### src/rtl/seg_display_arbiter.sv
`default_nettype none
// ============================================================================
// Module   : seg_display_arbiter
// Purpose  : Time-multiplexes a 4-digit 7-segment display between a mouse
//            data source and a message source. A prescaler divides each digit
//            slot into a blanked part and a lit part. The displayed word and
//            dot mask are only latched at frame start, so one frame always
//            shows a single source and a single value.
// Ports    : clk, reset_n       - clock / asynchronous active-low reset
//            mouse_valid/value  - strobe + 16-bit mouse word (shadowed)
//            msg_req/value/dots - level request + message word + dot mask
//            msg_ack            - one-cycle acceptance pulse
//            msg_active         - message owns the display
//            digit_sel/bin/dot/en - per-digit outputs to the segment decoder
// Revision : 1.0 - initial release
// ============================================================================
module seg_display_arbiter #(
    parameter int TICK_MAX     = 99999,
    parameter int BLANK_CYCLES = 1000,
    parameter int HOLD_FRAMES  = 200
) (
    input  logic        clk,
    input  logic        reset_n,
    input  logic        mouse_valid,
    input  logic [15:0] mouse_value,
    input  logic        msg_req,
    input  logic [15:0] msg_value,
    input  logic [3:0]  msg_dots,
    output logic        msg_ack,
    output logic        msg_active,
    output logic [1:0]  digit_sel,
    output logic [3:0]  digit_bin,
    output logic        digit_dot,
    output logic        digit_en
);

    localparam int C_PW = (TICK_MAX > 0) ? $clog2(TICK_MAX + 1) : 1;
    localparam int C_HW = $clog2(HOLD_FRAMES + 1);
    localparam logic [C_HW-1:0] C_HOLD      = C_HW'(HOLD_FRAMES);
    localparam logic [3:0]      C_MOUSE_DOT = 4'b0100;

    typedef enum logic [0:0] {
        ST_MOUSE = 1'b0,
        ST_MSG   = 1'b1
    } state_t;

    state_t            r_state, w_state_nxt;
    logic [C_PW-1:0]   r_presc;
    logic [1:0]        r_digit_sel;
    logic [15:0]       r_shadow;
    logic [15:0]       r_msg_word;
    logic [3:0]        r_msg_dots;
    logic [15:0]       r_word;
    logic [3:0]        r_dots;
    logic [C_HW-1:0]   r_hold, w_hold_nxt;
    logic              r_fresh, w_fresh_nxt;   // next frame start is the message's first frame
    logic              r_req_d;
    logic              r_ack;
    logic              r_active;

    logic              w_slot_end;
    logic              w_frame_start;
    logic              w_req_rise;
    logic              w_latch_msg;
    logic [15:0]       w_mouse_cur;

    assign w_slot_end    = (r_presc == C_PW'(TICK_MAX));
    assign w_frame_start = w_slot_end && (r_digit_sel == 2'd3);
    assign w_req_rise    = msg_req && !r_req_d;
    // A strobe on the frame-start edge itself still counts as "before" it.
    assign w_mouse_cur   = mouse_valid ? mouse_value : r_shadow;

    // Timing: prescaler and digit index
    always_ff @(posedge clk or negedge reset_n) begin
        if (!reset_n) begin
            r_presc     <= '0;
            r_digit_sel <= 2'd0;
        end else if (w_slot_end) begin
            r_presc     <= '0;
            r_digit_sel <= r_digit_sel + 2'd1;
        end else begin
            r_presc     <= r_presc + C_PW'(1);
        end
    end

    // Input capture: mouse shadow, message capture on request rising edge
    always_ff @(posedge clk or negedge reset_n) begin
        if (!reset_n) begin
            r_shadow   <= '0;
            r_msg_word <= '0;
            r_msg_dots <= '0;
            r_req_d    <= 1'b0;
            r_ack      <= 1'b0;
        end else begin
            r_req_d <= msg_req;
            r_ack   <= w_req_rise;
            if (mouse_valid) begin
                r_shadow <= mouse_value;
            end
            if (w_req_rise) begin
                r_msg_word <= msg_value;
                r_msg_dots <= msg_dots;
            end
        end
    end

    // FSM state register
    always_ff @(posedge clk or negedge reset_n) begin
        if (!reset_n) begin
            r_state <= ST_MOUSE;
            r_hold  <= '0;
            r_fresh <= 1'b0;
        end else begin
            r_state <= w_state_nxt;
            r_hold  <= w_hold_nxt;
            r_fresh <= w_fresh_nxt;
        end
    end

    // FSM next state. The hold counter is not touched on the first message
    // frame; afterwards a frame start with one frame left hands back to mouse.
    always_comb begin
        w_state_nxt = r_state;
        w_hold_nxt  = r_hold;
        w_fresh_nxt = r_fresh;
        w_latch_msg = 1'b0;
        case (r_state)
            ST_MOUSE: begin
                if (w_req_rise) begin
                    w_state_nxt = ST_MSG;
                    w_hold_nxt  = C_HOLD;
                    w_fresh_nxt = 1'b1;
                end
            end
            ST_MSG: begin
                if (w_frame_start) begin
                    w_latch_msg = 1'b1;
                    if (r_fresh) begin
                        w_fresh_nxt = 1'b0;
                    end else if (r_hold <= C_HW'(1)) begin
                        w_state_nxt = ST_MOUSE;
                        w_hold_nxt  = '0;
                        w_latch_msg = 1'b0;
                    end else begin
                        w_hold_nxt  = r_hold - C_HW'(1);
                    end
                end
                // A new request overrides an expiry on the same cycle.
                if (w_req_rise) begin
                    w_state_nxt = ST_MSG;
                    w_hold_nxt  = C_HOLD;
                    w_fresh_nxt = 1'b1;
                    w_latch_msg = w_frame_start;
                end
            end
            default: begin
                w_state_nxt = ST_MOUSE;
            end
        endcase
    end

    // Display word latch, only at frame start
    always_ff @(posedge clk or negedge reset_n) begin
        if (!reset_n) begin
            r_word   <= '0;
            r_dots   <= '0;
            r_active <= 1'b0;
        end else if (w_frame_start) begin
            r_active <= w_latch_msg;
            if (w_latch_msg) begin
                r_word <= r_msg_word;
                r_dots <= r_msg_dots;
            end else begin
                r_word <= w_mouse_cur;
                r_dots <= C_MOUSE_DOT;
            end
        end
    end

    always_comb begin
        digit_bin = r_word[3:0];
        case (r_digit_sel)
            2'd0:    digit_bin = r_word[3:0];
            2'd1:    digit_bin = r_word[7:4];
            2'd2:    digit_bin = r_word[11:8];
            default: digit_bin = r_word[15:12];
        endcase
    end

    assign digit_dot  = r_dots[r_digit_sel];
    assign digit_sel  = r_digit_sel;
    assign digit_en   = (r_presc >= C_PW'(BLANK_CYCLES));
    assign msg_ack    = r_ack;
    assign msg_active = r_active;

endmodule
`default_nettype wire

### config.mk
export PLATFORM = sky130hd
export DESIGN_NAME = seg_display_arbiter
export DESIGN_NICKNAME = d
export VERILOG_FILES = /design/src/rtl/seg_display_arbiter.sv
export SDC_FILE = /design/constraint.sdc
export NUM_CORES = 1
export LEC_CHECK = 0
export BUFFER_PORTS_ARGS = -buffer_cell sky130_fd_sc_hd__buf_4
export CAP_MARGIN = 0
export CORE_AREA = 10 10 84 140
export CTS_CLUSTER_SIZE = 12
export DETAILED_ROUTE_END_ITERATION = 16
export DIE_AREA = 0 0 94 150
export PLACE_DENSITY = 0.6
export SYNTH_ARGS = -nofsm -noshare
export SYNTH_HDL_FRONTEND = slang
export SYNTH_SLANG_ARGS = --single-unit
### constraint.sdc
create_clock -name clk -period 3.4 [get_ports clk]
set_input_delay 0.51 -clock clk [delete_from_list [all_inputs] [get_ports clk]]
set_output_delay 0.51 -clock clk [all_outputs]
set_load 0.03 [all_outputs]
==> metrics <==
Placer Congestion=0.846; fin util=0.505; mapped cell area=4020 um2; Initial DRC Count=93; asr flop ratio synth=1.00; Initial DRT Pass Iterations=4; placed cells=537; CTS tree=yes; initial antenna violation count=0; Hold Slack=0.123 ns; worst hold path class=input port to asynchronous set/reset pin; number of port buffers=49; Initial Utilization=0.427; Worst path slowest cell=o31ai_4; Rows=47; all-layer global routing usage=0.139; clock latency at the later pin of the worst-skew pair=0.34 ns; H-tree Lvls=3; share of cells above drive strength 1=0.213; grt total ovfl=0; R2R depth=8; Final Max Tran Viols=0; post-route antenna net violation count=0; dpl hpwl=6750 um; Die Y=150 um; status=completed; Post-synth EDFFs=0; vias in the first global route=3,122; Post-Layout Cell Count=550; unrepaired setup endpoints after global routing=no; minimum clock period=2.46 ns; DRC viols=0; # resized after CTS=0; largest net degree at the start of global routing=35; Avg Synthesized Cell Area=10.6 um2; full die area=14,100 um2; setup_tns=0 ns; max_slew headroom=0.618; max-cap viol count=0; maximum buffer depth of the clock tree=2; cell at the root of the clock tree=clkbuf_16; clk slew on worst S/H paths=0.06 ns; Via density=5.25; part of the Yosys area used for sequential elements=0.548; area delta synth->final=18.1%; clk_skew=0.00649 ns; reg2reg setup slack=0.94 ns; crit path DAT=2.68 ns; Crit Path Class=flop to flop; # Post-CTS Setup Buffers=0; total of warnings raised by yosys=0; Ports=50; Critical Path Max Stage Delay=0.50 ns; average wire per standard cell=16.7 um; Layout Nets=475; leakage=2.25 nW; drt total wl=9200 um; Top delay family on crit path=compound AO/OA/AOI/OAI gates; Peak Freq=406 MHz; Final Worst Setup Slack=0.936 ns; final setup fails=0; most frequent cells in the layout=nand2_1, dfrtp_1, buf_4; # diodes=0; Placement Setup Slack=0.908 ns; Cell variety after synth=46; Buf+Inv Stages, Crit Path=2; crit-path max FO=12; first-pass GRT wire length=15,400 um; worst vdd ir=278 uV; Top FF cell, synth=dfrtp_1; DIE WIDTH=94 um; Synth Instances=378; CTS Sinks=88; most common library cell in the layout ignoring fill and taps=nand2_1; Startpoint Class=flop; crit-path cells=inv_1, ha_1, nor2_1, or3_4, o31ai_4, buf_12, mux2i_1, o21ai_2; Slew @ Worst Pin=0.573 ns; r2r startpoint=r_hold[0]; via count=2,888; core area=9410 um2; final-layout fill cell count=891; RR Endpoint=r_word[8]; WP data required=3.62 ns; Synthesized Nets=427; power per cell area=447 nW/um2; Hold Vio Cnt, Final=0; cts hold-fix bufs=0; CP Capture Type=flop; final period utilization=0.725; number of synthesized register bits=88; CTS Buf Count=9
[cells by family after synthesis]
kind of cell / synth area share
xor+xnor: 0.0327
simple gates: 0.173
compound gates: 0.0793
fa+ha+maj: 0.0280
buf+inv: 0.0361
mux: 0.103
flops: 0.548
[how the worst max path moves through the flow]
| stage | from | cells after the start | endpoint | slack (ns) |
|---|---|---|---|---|
| after global routing | r_presc[0] | 7 | r_hold[7] | 0.65 |
| final | r_hold[0] | 8 | r_word[8] | 0.94 |
| after detailed placement | r_presc[0] | 7 | r_hold[7] | 0.91 |
| after floorplan | digit_sel[0] | 3 | digit_bin[0] | 1.28 |
| after global placement | r_presc[0] | 7 | r_hold[7] | 0.97 |
| after CTS | r_presc[0] | 7 | r_hold[7] | 0.92 |
[state kept, by name (all words and copies together) (netlist names), 2 cells and up]
register    count
r_shadow       16
r_msg_dots      4
r_word         16
r_msg_word     16
digit_sel       2
r_dots          4
r_hold          8
r_presc        17
[cell type report]
| class | count | area [um2] | area share |
|---|---|---|---|
| inverters | 12 | 45.0 | 0.00948 |
| repair buffers | 56 | 433 | 0.0911 |
| well taps | 122 | 153 | 0.0321 |
| clock buffers | 11 | 233 | 0.0490 |
| multi-input cells | 259 | 1670 | 0.352 |
| clock inverters | 2 | 10.0 | 0.00211 |
| flip-flops and latches | 88 | 2200 | 0.464 |
[synthesized netlist by cell type (3+ instances only)]
master    number  area share
a21oi_1        3      0.0037
a222oi_1       4       0.010
a22o_1         3      0.0065
and3_1         3      0.0047
and4_1         4      0.0087
buf_2          4      0.0050
clkbuf_1      13       0.012
dfrtp_1       88        0.55
ha_1           9       0.028
inv_1         11       0.010
mux2_2        17       0.048
mux2i_1       20       0.050
nand2_1       90       0.084
nand3_1       13       0.016
nand4_1        6      0.0093
nor2_1        13       0.012
nor3_1         4      0.0050
o211ai_1       3      0.0056
o21ai_0       13       0.016
o21ai_1        8       0.010
or3_1          3      0.0047
xnor2_1        9       0.020
xor2_1         6       0.013
[per-layer routing]
| metal | up-vias | part of all wire | GRT usage |
|---|---|---|---|
| li1 | 1386 | - | - |
| met5 | - | 0 | 0 |
| met2 | 61 | 0.56 | 0.253 |
| met3 | 22 | 0.036 | 0.0271 |
| met1 | 1419 | 0.38 | 0.143 |
| met4 | 0 | 0.029 | 0.0740 |
[report_power, final]
part	switching [mW]	internal [mW]
Combinational	0.0781	0.0707
Sequential	0.0216	1.10
Clock	0.376	0.480
Total	0.475	1.65
[metrics by stage]
| stage | power [mW] | area, um2 |
|---|---|---|
| 6_report | 2.12 | 4750 |
| 5_1_grt | 2.21 | 4750 |
| 4_1_cts | 2.15 | 4750 |
| 3_5_place_dp | 1.29 | 4510 |
| 3_3_place_gp | 1.29 | 4510 |
| 2_1_floorplan | 1.21 | 4020 |
Note: power is estimated with default switching activity, not from simulation.
